===== src/rtl/led_cmd_sequencer.sv =====
// led_cmd_sequencer: HPS command-driven LED sequencer with watchdog heartbeat fallback
module led_cmd_sequencer #(
  parameter int TICK_DIV   = 50000,
  parameter int WDOG_TICKS = 2000,
  parameter int HB_TICKS   = 1000
) (
  input  logic        clock,
  input  logic        reset_n,
  input  logic [31:0] pio_cmd,
  output logic        cmd_ack,
  output logic        cmd_err,
  output logic [2:0]  state,
  output logic        led
);
  localparam int TW = TICK_DIV > 1 ? $clog2(TICK_DIV) : 1;
  localparam int WW = $clog2(WDOG_TICKS + 2);
  localparam int HW = HB_TICKS > 1 ? $clog2(HB_TICKS) : 1;
  typedef enum logic [2:0] {S_OFF, S_ON, S_BLINK, S_PWM, S_FALLBACK} state_t;
  state_t st, st_nx;
  logic [31:0] cmd_q;
  logic [TW-1:0] tick_cnt;
  logic [WW-1:0] wdog;
  logic [HW-1:0] hb_phase;
  logic [19:0] period_q, on_ticks, phase, on_nx;
  logic [7:0] duty_q, pwm_cnt;
  logic tick, accept, valid, wdog_fire, led_nx;
  assign tick = tick_cnt == TW'(TICK_DIV - 1);
  assign accept = cmd_q[31] ^ cmd_ack;
  assign valid = !cmd_q[30] && !(cmd_q[29:28] == 2'd2 && cmd_q[19:0] == 20'd0);
  assign on_nx = 20'((28'(cmd_q[19:0]) * 28'(cmd_q[27:20])) >> 8);
  assign wdog_fire = WDOG_TICKS != 0 && tick && !accept && st != S_FALLBACK && wdog == WW'(WDOG_TICKS - 1);
  assign state = st;
  // mode register
  always_ff @(posedge clock or negedge reset_n)
    if (!reset_n) st <= S_OFF;
    else st <= st_nx;
  // valid commands select their mode, watchdog expiry forces fallback; LED drive derives from current mode
  always_comb begin
    st_nx = st;
    if (accept && valid) st_nx = state_t'({1'b0, cmd_q[29:28]});
    else if (wdog_fire) st_nx = S_FALLBACK;
    led_nx = st == S_ON
      || (st == S_BLINK && (duty_q == 8'hff || phase < on_ticks))
      || (st == S_PWM && (duty_q == 8'hff || pwm_cnt < duty_q))
      || (st == S_FALLBACK && hb_phase < HW'(HB_TICKS / 2));
  end
  // command capture, handshake, prescaler and pattern counters; an accept overrides a same-cycle tick
  always_ff @(posedge clock or negedge reset_n) begin
    if (!reset_n) begin
      cmd_q <= '0;
      cmd_ack <= 1'b0;
      cmd_err <= 1'b0;
      led <= 1'b0;
      tick_cnt <= '0;
      wdog <= '0;
      hb_phase <= '0;
      period_q <= '0;
      on_ticks <= '0;
      phase <= '0;
      duty_q <= '0;
      pwm_cnt <= '0;
    end else begin
      cmd_q <= pio_cmd;
      led <= led_nx;
      tick_cnt <= tick ? '0 : tick_cnt + 1'b1;
      pwm_cnt <= pwm_cnt + 8'd1;
      if (tick) hb_phase <= wdog_fire || hb_phase == HW'(HB_TICKS - 1) ? '0 : hb_phase + 1'b1;
      if (accept) begin
        cmd_ack <= cmd_q[31];
        cmd_err <= !valid;
        wdog <= '0;
        if (valid) begin
          duty_q <= cmd_q[27:20];
          period_q <= cmd_q[19:0];
          on_ticks <= on_nx;
          phase <= '0;
        end
      end else if (tick) begin
        wdog <= wdog == WW'(WDOG_TICKS) ? wdog : wdog + 1'b1;
        if (st == S_BLINK) phase <= phase == period_q - 20'd1 ? '0 : phase + 20'd1;
      end
    end
  end
endmodule

===== config.mk =====
export PLATFORM = sky130hd
export DESIGN_NAME = led_cmd_sequencer
export DESIGN_NICKNAME = d
export VERILOG_FILES = /design/src/rtl/led_cmd_sequencer.sv
export SDC_FILE = /design/constraint.sdc
export NUM_CORES = 1
export LEC_CHECK = 0
export CORE_ASPECT_RATIO = 1.25
export CORE_UTILIZATION = 55
export DETAILED_ROUTE_END_ITERATION = 8
export PLACE_DENSITY = 0.73
export SYNTH_ARGS = -nofsm -noshare
export SYNTH_HDL_FRONTEND = slang
export SYNTH_SLANG_ARGS = --single-unit

===== constraint.sdc =====
create_clock -name clock -period 13.18 [get_ports clock]
set_clock_uncertainty 0.05 [all_clocks]
set_input_delay 3.954 -clock clock [delete_from_list [all_inputs] [get_ports clock]]
set_output_delay 3.954 -clock clock [all_outputs]
set_load 0.01 [all_outputs]

==> flow_summary.json <==
{
  "switching_share_pct": 40.2,
  "cp-start-kind": "flop",
  "pwr-share-seq_pct": 29.7,
  "grt_pass1_wl_um": 45200,
  "drive_gt1_share_pct": 3.40,
  "fin_area_um2": 13200,
  "wl_per_cell_um": 16.3,
  "cts-root-buf": "clkbuf_16",
  "yosys.area.top_type": "dfrtp_1",
  "via_count": 8883,
  "yosysTopAreaCellShare_pct": 31.3,
  "die_area_um2": 22500,
  "grt_pass1_vias": 9305,
  "critical_path_buf_inv_count": 2,
  "crit_chain": "and2_1, fa_1, fa_1, fa_1, inv_1, fa_1, inv_1, ha_1, and3_1, a211oi_1, o2bb2ai_1, a211oi_1, o21ai_0, o21ai_0, nor3b_1, o31ai_1",
  "final-hold-violation-count": 0,
  "status": "finished clean",
  "htreeDepth": 4,
  "placedInstanceArea_um2": 12600,
  "cts_sinks": 151,
  "p_per_area_nw_per_um2": 148,
  "gr-total-overflow": 0,
  "setup_viol": 0,
  "min_from": "cmd_q[31]$_DFF_PN0_",
  "max_stage_delay_ps": 770,
  "synthDistinctLibCells": 64,
  "critPathLaunch": "cmd_q[26]$_DFF_PN0_",
  "grt_max_degree": 92,
  "synthArstFlopShare_pct": 100,
  "synth_cells": 1308,
  "io_pins": 40,
  "antenna_found_initial": 0,
  "dpl_worst_slack_ps": 7440,
  "initial_core_util_pct": 56.0,
  "hold_end": "cmd_ack$_DFFE_PN0N_",
  "maxSlewViolCount": 0,
  "peakVddDrop_mv": 0.105,
  "drtPass1Iterations": 5,
  "clk_latency_ps": 430,
  "synth_nets": 1527,
  "first_iter_violations": 448,
  "syn_area_um2": 12100,
  "portBuffers": 39,
  "min_period_over_period_pct": 44.5,
  "tritoncts": "yes",
  "p_comb_share_pct": 45.1,
  "final.setup.worst_slack_ps": 7320,
  "max_freq_mhz": 171,
  "ys_warn_count": 0,
  "internal_power_w": 0.00117,
  "setup_tns_ps": 0,
  "post-cts-setup-buffers": 0,
  "crit_fanout": 21,
  "ys_top_cells_by_area": "dfrtp_1, fa_1, ha_1",
  "rsz0062_at_grt": "no",
  "ys_ff_latch": 151,
  "vias_per_cell": 5.54,
  "r2r_cells": 16,
  "routed_wl_um": 26100,
  "min_period_ps": 5860,
  "critPathMostFrequentCell": "fa_1",
  "cts_hold_buf": 0,
  "hpwl_um": 19200,
  "criticalPathCategory": "reg2reg",
  "place_congestion": 0.850,
  "cts_buffers": 17,
  "cts.path.max_buffers": 2,
  "grt_usage_pct": 25.4,
  "pwr-share-clk_pct": 25.2,
  "ys_seq_area_share_pct": 31.3,
  "cp_slowest_cell": "dfrtp_1",
  "drc": 0,
  "worstReg2RegEnd": "on_ticks[17]$_DFFE_PN0P_",
  "fin_nets": 1529,
  "worst_slew_pin_slew_ps": 822,
  "fin_cells": 1602,
  "dieHeight_um": 168,
  "area_delta_synth_final_pct": 9.30,
  "cts-resized-gates": 0,
  "die_x_um": 134,
  "rows": 60,
  "path_clk_slew_ps": 70,
  "slew_headroom_pct": 44.7,
  "synth.avg_cell_area_um2": 9.23,
  "synth_edf_count": 0,
  "maxCapViolCount": 0,
  "antenna_left": 0,
  "cpLargestDelayFamily": "adder cells",
  "antenna_cells": 0,
  "end_kind": "flop",
  "hold_depth": 0,
  "place_inst": 1570,
  "hold_path.class": "reg2reg",
  "leakagePower_nw": 6.31,
  "r2r_setup_slack_ps": 7320,
  "cp.required_ps": 13410,
  "r2r_start": "cmd_q[26]$_DFF_PN0_",
  "core_area_um2": 21500,
  "synthFlopType": "dfrtp_1",
  "cp.arrival_ps": 6100,
  "switchingPower_w": 0.000785
}
[stage by stage]
stage	util (%)	total power, W	hold slack [ps]
final	61.2	0.00195	383
after global routing	61.2	0.00212	404
after CTS	61.2	0.00196	387
after detailed placement	58.5	0.00146	372
after global placement	58.5	0.00144	366
after floorplan	-	0.00125	375
[placed cells by master, fill, tap and decap left out, types with 24 or more instances in the layout]
master             n
nand3_1           31
clkdlybuf4s50_1   38
and2_1           106
o21ai_0           49
fa_1             107
xnor2_1           45
nand2_1          177
nor2_1            83
inv_1            168
dfrtp_1          151
a21oi_1           24
xor2_1            45
ha_1              78
[power groups by stage]
stage | logic (W) | clock network [W] | registers (W)
final | 0.000882 | 0.000492 | 0.000580
after global routing | 0.00101 | 0.000519 | 0.000588
after CTS | 0.000883 | 0.000502 | 0.000578
after detailed placement | 0.000874 | 0 | 0.000587
after global placement | 0.000853 | 0 | 0.000584
after floorplan | 0.000698 | 0 | 0.000554
[registers in the layout, summed over array words and instances (netlist names)]
name and cells:
period_q 20, duty_q 8, tick_cnt 16, cmd_err 1, on_ticks 20, hb_phase 10, cmd_q 32, pwm_cnt 8
state 3, wdog 11, led 1, cmd_ack 1, phase 20
[synthesized netlist by cell type, types with 12 or more instances]
| cell | number |
|---|---|
| nand2_1 | 177 |
| clkbuf_1 | 54 |
| and3_1 | 14 |
| fa_1 | 107 |
| nand3_1 | 31 |
| ha_1 | 78 |
| nor3_1 | 14 |
| a21o_1 | 12 |
| nor2_1 | 83 |
| xor2_1 | 45 |
| o21ai_0 | 49 |
| nand4_1 | 16 |
| a21oi_1 | 24 |
| nor4_1 | 15 |
| xnor2_1 | 45 |
| and2_1 | 106 |
| dfrtp_1 | 151 |
| inv_1 | 168 |
[worst max-delay path by stage]
stage | end | slack, ps | depth (start not counted)
finish | on_ticks[17]$_DFFE_PN0P_ | 7320 | 16
global placement | on_ticks[17]$_DFFE_PN0P_ | 7580 | 16
global route | on_ticks[17]$_DFFE_PN0P_ | 6970 | 16
floorplan | on_ticks[17]$_DFFE_PN0P_ | 8160 | 17
CTS | on_ticks[17]$_DFFE_PN0P_ | 7400 | 16
detailed placement | on_ticks[17]$_DFFE_PN0P_ | 7440 | 16
[kinds of logic after synthesis]
group / Yosys count / synth area share [%]
multiplexers: 5 / 0.446
AO/OA/AOI/OAI: 140 / 7.52
flip-flops: 151 / 31.3
buffers and inverters: 228 / 7.25
AND/OR/NAND/NOR: 509 / 21.1
XOR/XNOR: 90 / 6.53
adder cells (fa/ha/maj): 185 / 25.8
[per-layer routing]
layer | GRT usage, % | share of wire (%)
met4 | 10.0 | 2.7
met2 | 42.2 | 49
met1 | 33.7 | 44
met5 | 0 | 0
met3 | 3.27 | 3.8
[final cells by class]
| cell class | count | area [um2] |
|---|---|---|
| fillers | 1790 | 8360 |
| multi-input cells | 929 | 7430 |
| flip-flops and latches | 151 | 3780 |
| inverters | 168 | 631 |
| clock buffers | 18 | 429 |
| repair buffers | 43 | 422 |
| well taps | 279 | 349 |
| clock inverters | 14 | 155 |
[worst register-to-register path, cell delays in order (launching register included)]
cell and delay (ps):
dfrtp_1 770, and2_1 250, fa_1 450, fa_1 520, fa_1 540, inv_1 50, fa_1 540, inv_1 50
ha_1 340, and3_1 220, a211oi_1 310, o2bb2ai_1 130, a211oi_1 610, o21ai_0 280, o21ai_0 290, nor3b_1 240
o31ai_1 80
Power figures use the tool's default switching activity.
